`config.mk`:
```
export PLATFORM = sky130hd
export DESIGN_NAME = bcrypt_core_seq
export DESIGN_NICKNAME = d
export VERILOG_FILES = /design/src/rtl/bcrypt_core_seq.sv
export SDC_FILE = /design/constraint.sdc
export NUM_CORES = 1
export LEC_CHECK = 0
export ABC_AREA = 1
export CAP_MARGIN = 20
export CELL_PAD_IN_SITES_DETAIL_PLACEMENT = 1
export CELL_PAD_IN_SITES_GLOBAL_PLACEMENT = 2
export CORE_MARGIN = 8
export CORE_UTILIZATION = 23
export DETAILED_ROUTE_END_ITERATION = 8
export PLACE_DENSITY = 0.81
export REMOVE_ABC_BUFFERS = 1
export SETUP_SLACK_MARGIN = 0.05
export SYNTH_ARGS = -nofsm -noshare
export SYNTH_HDL_FRONTEND = slang
export SYNTH_SLANG_ARGS = --single-unit
```
`constraint.sdc`:
```
create_clock -name clk -period 1.7 [get_ports clk]
set_input_delay 0.34 -clock clk [delete_from_list [all_inputs] [get_ports clk]]
set_output_delay 0.34 -clock clk [all_outputs]
set_load 0.01 [all_outputs]
```
`src/rtl/bcrypt_core_seq.sv`:
```
// Job sequencer in front of the bcrypt key-setup loop core: drives the start command
// bus and watches the done status. Define BCRYPT_SEQ_CYCLE_CNT_EN to build the COMPUTE cycle counter.
module bcrypt_core_seq #(
  parameter int          MIN_IDLE = 4,
  parameter logic [31:0] TIMEOUT  = 32'd0,
  parameter int          DW       = 32
) (
  input  logic          clk,
  input  logic          rst_n,
  input  logic          go,
  input  logic          abort,
  output logic [DW-1:0] core_start,
  input  logic [DW-1:0] core_done,
  output logic          busy,
  output logic          finished,
  output logic          err,
  output logic [1:0]    err_code,
  output logic [31:0]   cycle_count
);

  typedef enum logic [2:0] {
    S_IDLE, S_PRE, S_LOAD, S_COMPUTE, S_STORE, S_FINISH, S_ERROR
  } state_t;

  localparam logic [31:0] PRE_LAST = (MIN_IDLE > 1) ? 32'(MIN_IDLE - 1) : 32'd0;
  localparam logic [31:0] TO_LAST  = TIMEOUT - 32'd1;
  localparam logic [1:0]  EC_NONE  = 2'b00;
  localparam logic [1:0]  EC_PROTO = 2'b01;
  localparam logic [1:0]  EC_TIME  = 2'b10;

  localparam logic [DW-1:0] DONE_0  = '0;
  localparam logic [DW-1:0] DONE_1  = DW'(1);
  localparam logic [DW-1:0] DONE_2  = DW'(2);
  localparam logic [DW-1:0] DONE_FF = DW'(8'hFF);

  state_t      state, nxt;
  logic [31:0] timer;
  logic [1:0]  nxt_code;
  logic        timing;
  logic        to_hit;
  logic [1:0]  cmd;

  assign timing = (state == S_PRE) || (state == S_LOAD) ||
                  (state == S_COMPUTE) || (state == S_STORE);
  // Fires on the last permitted cycle so ERROR is entered exactly TIMEOUT cycles after phase entry.
  assign to_hit = (TIMEOUT != 32'd0) && (timer >= TO_LAST);

  always_ff @(posedge clk or negedge rst_n) begin
    if (!rst_n) begin
      state    <= S_IDLE;
      err_code <= EC_NONE;
    end else begin
      state    <= nxt;
      err_code <= nxt_code;
    end
  end

  always_ff @(posedge clk or negedge rst_n) begin
    if (!rst_n)                             timer <= '0;
    else if (nxt != state)                  timer <= '0;
    else if (timing && (timer != '1))       timer <= timer + 32'd1;
  end

  always_comb begin
    nxt      = state;
    nxt_code = err_code;
    case (state)
      S_IDLE: if (go) begin
        nxt      = S_PRE;
        nxt_code = EC_NONE;
      end
      S_PRE: if (timer >= PRE_LAST) nxt = S_LOAD;
      S_LOAD: begin
        if (core_done == DONE_1)      nxt = S_COMPUTE;
        else if (core_done != DONE_0) begin nxt = S_ERROR; nxt_code = EC_PROTO; end
        else if (to_hit)              begin nxt = S_ERROR; nxt_code = EC_TIME;  end
      end
      // done==1 is the previous phase's status still in flight, not an error.
      S_COMPUTE: begin
        if (core_done == DONE_2)      nxt = S_STORE;
        else if (core_done != DONE_1) begin nxt = S_ERROR; nxt_code = EC_PROTO; end
        else if (to_hit)              begin nxt = S_ERROR; nxt_code = EC_TIME;  end
      end
      S_STORE: begin
        if (core_done == DONE_FF)     nxt = S_FINISH;
        else if (core_done != DONE_2) begin nxt = S_ERROR; nxt_code = EC_PROTO; end
        else if (to_hit)              begin nxt = S_ERROR; nxt_code = EC_TIME;  end
      end
      S_FINISH: if (go) nxt = S_PRE;
      S_ERROR: if (go) begin
        nxt      = S_PRE;
        nxt_code = EC_NONE;
      end
      default: nxt = S_IDLE;
    endcase
    if (abort) begin
      nxt      = S_IDLE;
      nxt_code = err_code;
    end
  end

  // Decoded straight from the state register so an async reset drops start immediately.
  always_comb begin
    cmd = 2'd0;
    case (state)
      S_LOAD:             cmd = 2'd1;
      S_COMPUTE:          cmd = 2'd2;
      S_STORE, S_FINISH:  cmd = 2'd3;
      default:            cmd = 2'd0;
    endcase
  end

  assign core_start = {{(DW-2){1'b0}}, cmd};
  assign busy       = timing;
  assign finished   = (state == S_FINISH);
  assign err        = (state == S_ERROR);

`ifdef BCRYPT_SEQ_CYCLE_CNT_EN
  logic [31:0] cnt;

  always_ff @(posedge clk or negedge rst_n) begin
    if (!rst_n)                                      cnt <= '0;
    else if ((nxt == S_PRE) && (state != S_PRE))     cnt <= '0;
    else if ((state == S_COMPUTE) && (cnt != '1))    cnt <= cnt + 32'd1;
  end

  assign cycle_count = cnt;
`else
  assign cycle_count = 32'd0;
`endif

endmodule

```
==> results <==
- Summed over all layers, the routed wires come to 11600 um.
- The clock-pin slew reported for the worst setup and hold paths after clock tree synthesis is 0.06 ns.
- The flow ran to the end, but the final reports show violations.
- The final route contains 3350 vias.
- The first TritonRoute pass finished after 4 iterations.
- The cell family contributing the most delay on the critical path is simple AND/OR/NAND/NOR gates.
- The tree is rooted in a clkbuf_16.
- The clock latency on the worst-skew pair is 0.29 ns.
- The number of different library cells in the post-synthesis netlist is 34.
- The static leakage is ~2.4 nW.
- The worst setup path is launched from a register.
- The worst register-to-register path has a depth of 14.
- The final reports fail on setup timing.
- 0 antenna diodes ended up in the layout.
- The maximum number of pins on one net before global-route repair is 37.
- The met2 layer usage reported by global route is 21.5%.
- The standard cell core area is between 10000 and 15000 um2.
- The category of the worst setup path capture point is a register.
- Across the run, the number of max-cap violations was 0.
- The vertical die dimension is about 140 um.
- Together, buffers and inverters on the worst path number 2.
- In the post-route analysis, the smallest setup slack over all paths is -0.345 ns.
- The post-synthesis cell count is ~470.
- Cell internal power was estimated by the tool at between 3 and 4 mW.
- The post-layout net count is about 650.
- The worst setup path is of the reg -> reg kind.
- The average detailed-routed wire length per instance is approximately 15 um.
- The fraction of power consumed by sequential logic is between 10% and 20%.
- The share of total power consumed by net switching is 45.1%.
- The count of placed standard cells in the final layout, fillers left out is ~790.
- The remaining routing DRC violations is 0.
- The synthesized netlist occupies a cell area of approximately 3300 um2.
- The final hold violation count came to 0.
- The worst slack after detailed placement is -0.619 ns.
- The total power is around 6.4 mW.
- The via count of the first global-routing pass is 3679.
- The critical-path cell with the highest stage delay is dfrtp_1.
- The library cell appearing most often on the critical path is nor2_1.
- The first global-routing pass estimated 17800 um of wire.
- Setup repair after global routing could not meet its margin everywhere.
- The floorplan has 43 rows.
- STA puts the critical path data arrival time at roughly 2.2 ns.
- A synthesized cell averages 7.07 um2.
- Adding up every negative setup slack in the final design gives -10.82 ns.
- Sequential cells were found to cover between 20% and 30% of the synthesized design area.
- The number of nets with antenna violations after routing is 0.
- The summed area of non-filler cells in the final layout is around 5000 um2.
- The portion of total power attributed to the clock network is roughly 14%.
- For this run, the slowest stage of the critical path takes between 0.3 and 0.4 ns.
- The detailed placer's ending HPWL is about 7800 um.
- Setup violations remaining at the end of the flow were counted as 36.
- The signal on the critical path passes through ha_2 -> inv_4 -> nand3_2 -> nor2_1 -> nand2_1 -> nor2_2 -> nor2_1 -> nor2_1 -> nand3_2 -> nand2_2 -> nand2_4 -> nand2_8 -> clkbuf_16 -> nor3_1.
- The met3 demand-to-capacity share in global routing is roughly 2.1%.
- The DRC marker count from the first detailed-route iteration is approximately 70.
- Once placement finished, the instance area stood at approximately 4300 um2.
- Data on the critical path is required at its endpoint by 1.88 ns.
- The global placement routability congestion is around 0.81.
- The average via count per standard cell is roughly 4.2.
- The clock skew is approximately 0.0071 ns.
- The fraction of the cycle the final worst path needs is 120%.
- The count of pins over their slew limit was 0.
- Once the floorplan was initialized, standard cells occupied between 20% and 30% of the core.
- Along the worst path, the maximum fanout reaches 7.
- The initial antenna violation count is 0.
- The Yosys warning count is 0.
- VDD sags by at most roughly 830 uV.
- The end of the worst register-to-register path is timer[0].
- The total power per unit cell area is ~1300 nW/um2.
- The setup check on the worst reg-to-reg path leaves a slack of -0.34 ns.
- The count of pins on the block boundary is ~110.
- The global-route congestion overflow total is 0.
- The die span in x is approximately 140 um.
- After global routing, the most crowded layer is met2.
- Compared with the post-synthesis result, the final layout area differs by 52.9%.
- Clock tree synthesis inserted a total of 5 buffers.
- The total number of clock tree sinks is 36.
- The H-tree was split into 2 levels.
- The quantity of hold-fixing buffers added after cts is 0.
- The overall fraction of global-route tracks in use is between 10% and 20%.
- The floorplan die area is between 15000 and 20000 um2.
- The met1 layer usage reported by global route is a little over an eighth.
- The number of fill cells is around 1700.
- The synthesized design contains 36 register bits.
- Per report_power, the combinational group accounts for a little over two thirds of the total.
- The switching component of the power is 2.90 mW.
- The startpoint identified for the worst register-to-register timing path is timer[1].
- The total instance count after detailed placement is approximately 760.
- The TritonCTS clock tree is done.
- The maximum count of clock buffers along a single path is 2.
- The smallest clock period supported by the final layout is computed as 2.04 ns.
- Port buffering added between 40 and 50 buffers.
- Static timing analysis puts the maximum clock frequency at slightly below 500 MHz.
- The ratio of cells with drive above 1 in the final layout is between 30% and 40%.
- The path class of the tightest hold or removal check is in -> async.
## what timing repair did
action,CTS,global route
buffers inserted,12,8
gates resized for setup,121,34
cloned,3,3
pin swaps,14,27
setup endpoints to repair,39,40
## area by class of cell
type | count | area (um2) | share of cell area (%)
clock buffers | 6 | 129 | 2.56
clock inverters | 1 | 5.00 | 0.0995
inverters | 58 | 225 | 4.48
well taps | 180 | 225 | 4.48
multi-input cells | 361 | 2150 | 42.7
repair buffers | 149 | 1390 | 27.7
flip-flops and latches | 36 | 905 | 18.0
## sequential cells by signal (all words and copies together), names as in the netlist
name / count
err_code: 1
state: 3
timer: 32
## placed cells by master (no fill, tap or decap), types with 2 or more instances in the layout
master and count:
buf_4 91, nand2_1 82, conb_1 63, nor2_1 52
inv_1 43, dfrtp_1 33, nand3_1 25, nor3_2 25
dlygate4sd2_1 22, nor2_2 18, xor2_1 15, inv_2 12
nand4_1 11, nor3_4 10, nor3_1 9, clkdlybuf4s15_1 9
nor2_4 8, clkbuf_16 8, buf_12 7, nand3_2 6
nand2_2 6, xnor2_1 6, buf_6 5, o21ai_1 4
inv_4 3, buf_16 3, clkdlybuf4s50_1 3, buf_2 3
dfrtp_2 3, o21ai_0 2, nand2_4 2, nand2_8 2
clkdlybuf4s15_2 2
## metrics by stage
step,hold WS [ns],utilization (%)
after CTS,0.0230,33.9
after floorplan,0.0444,-
after detailed placement,0.328,30.8
after global routing,0.0421,36.1
final,0.0139,36.1
after global placement,0.321,30.8
## power by group through the flow
stage,Combinational (mW),Sequential (mW),Clock (mW)
6_report,4.55,0.990,0.894
2_1_floorplan,1.24,0.994,0
3_3_place_gp,2.65,0.985,0
4_1_cts,3.51,0.982,0.915
3_5_place_dp,2.69,0.989,0
5_1_grt,4.81,0.995,0.937
## Yosys cell counts
| master | n | area share, % |
|---|---|---|
| nor3_1 | 28 | 4.3 |
| o31ai_1 | 1 | 0.23 |
| a31o_2 | 1 | 0.27 |
| conb_1 | 1 | 0.11 |
| xnor2_1 | 6 | 1.6 |
| nor3_2 | 16 | 4.9 |
| buf_6 | 7 | 2.4 |
| o21ai_0 | 5 | 0.76 |
| nand3_1 | 30 | 4.6 |
| nand4_2 | 1 | 0.38 |
| dfrtp_1 | 36 | 27 |
| inv_2 | 8 | 0.91 |
| o21ai_1 | 1 | 0.15 |
| buf_8 | 1 | 0.46 |
| nor2_4 | 6 | 2.1 |
| nand2_1 | 89 | 10 |
| nand4_1 | 11 | 2.1 |
| nor4_1 | 1 | 0.19 |
| a21oi_1 | 2 | 0.30 |
| nor2_2 | 8 | 1.5 |
| nand2_2 | 2 | 0.38 |
| inv_1 | 50 | 5.7 |
| nand2_4 | 1 | 0.34 |
| xor2_1 | 16 | 4.3 |
| a211oi_1 | 1 | 0.23 |
| ha_1 | 1 | 0.38 |
| o22ai_1 | 1 | 0.19 |
| nor2_1 | 64 | 7.3 |
| o211ai_1 | 1 | 0.23 |
| nand4_4 | 1 | 0.65 |
| a31oi_1 | 1 | 0.19 |
| nand3_2 | 2 | 0.61 |
| buf_4 | 64 | 15 |
| a221oi_1 | 1 | 0.27 |
## kinds of logic (layout without fill, tap and decap cells)
logic type | after synthesis | after routing | synth area share [%]
fa+ha+maj | 1 | 1 | 0.380
simple gates | 260 | 260 | 39.4
buf+inv | 130 | 214 | 24.1
flops | 36 | 36 | 27.4
other cells | 1 | 63 | 0.114
xor+xnor | 22 | 22 | 5.86
compound gates | 15 | 15 | 2.82
## layer usage
| layer | vias to the layer above | wire, um |
|---|---|---|
| li1 | 1635 | - |
| met1 | 1596 | 4680 |
| met2 | 94 | 5940 |
| met3 | 25 | 651 |
| met4 | 0 | 295 |
| met5 | - | 0 |
## how the worst max path moves through the flow
stage	start	endpoint	slack, ns	cells past startpoint
6_report	timer[1]	timer[0]	-0.34	14
5_1_grt	state[1]	timer[6]	-0.50	14
4_1_cts	timer[0]	timer[28]	-0.30	13
3_5_place_dp	core_done[5]	timer[12]	-0.62	15
3_3_place_gp	core_done[23]	timer[18]	-0.59	14
2_1_floorplan	timer[0]	timer[0]	-0.31	13
(Power assumes the default switching activity.)
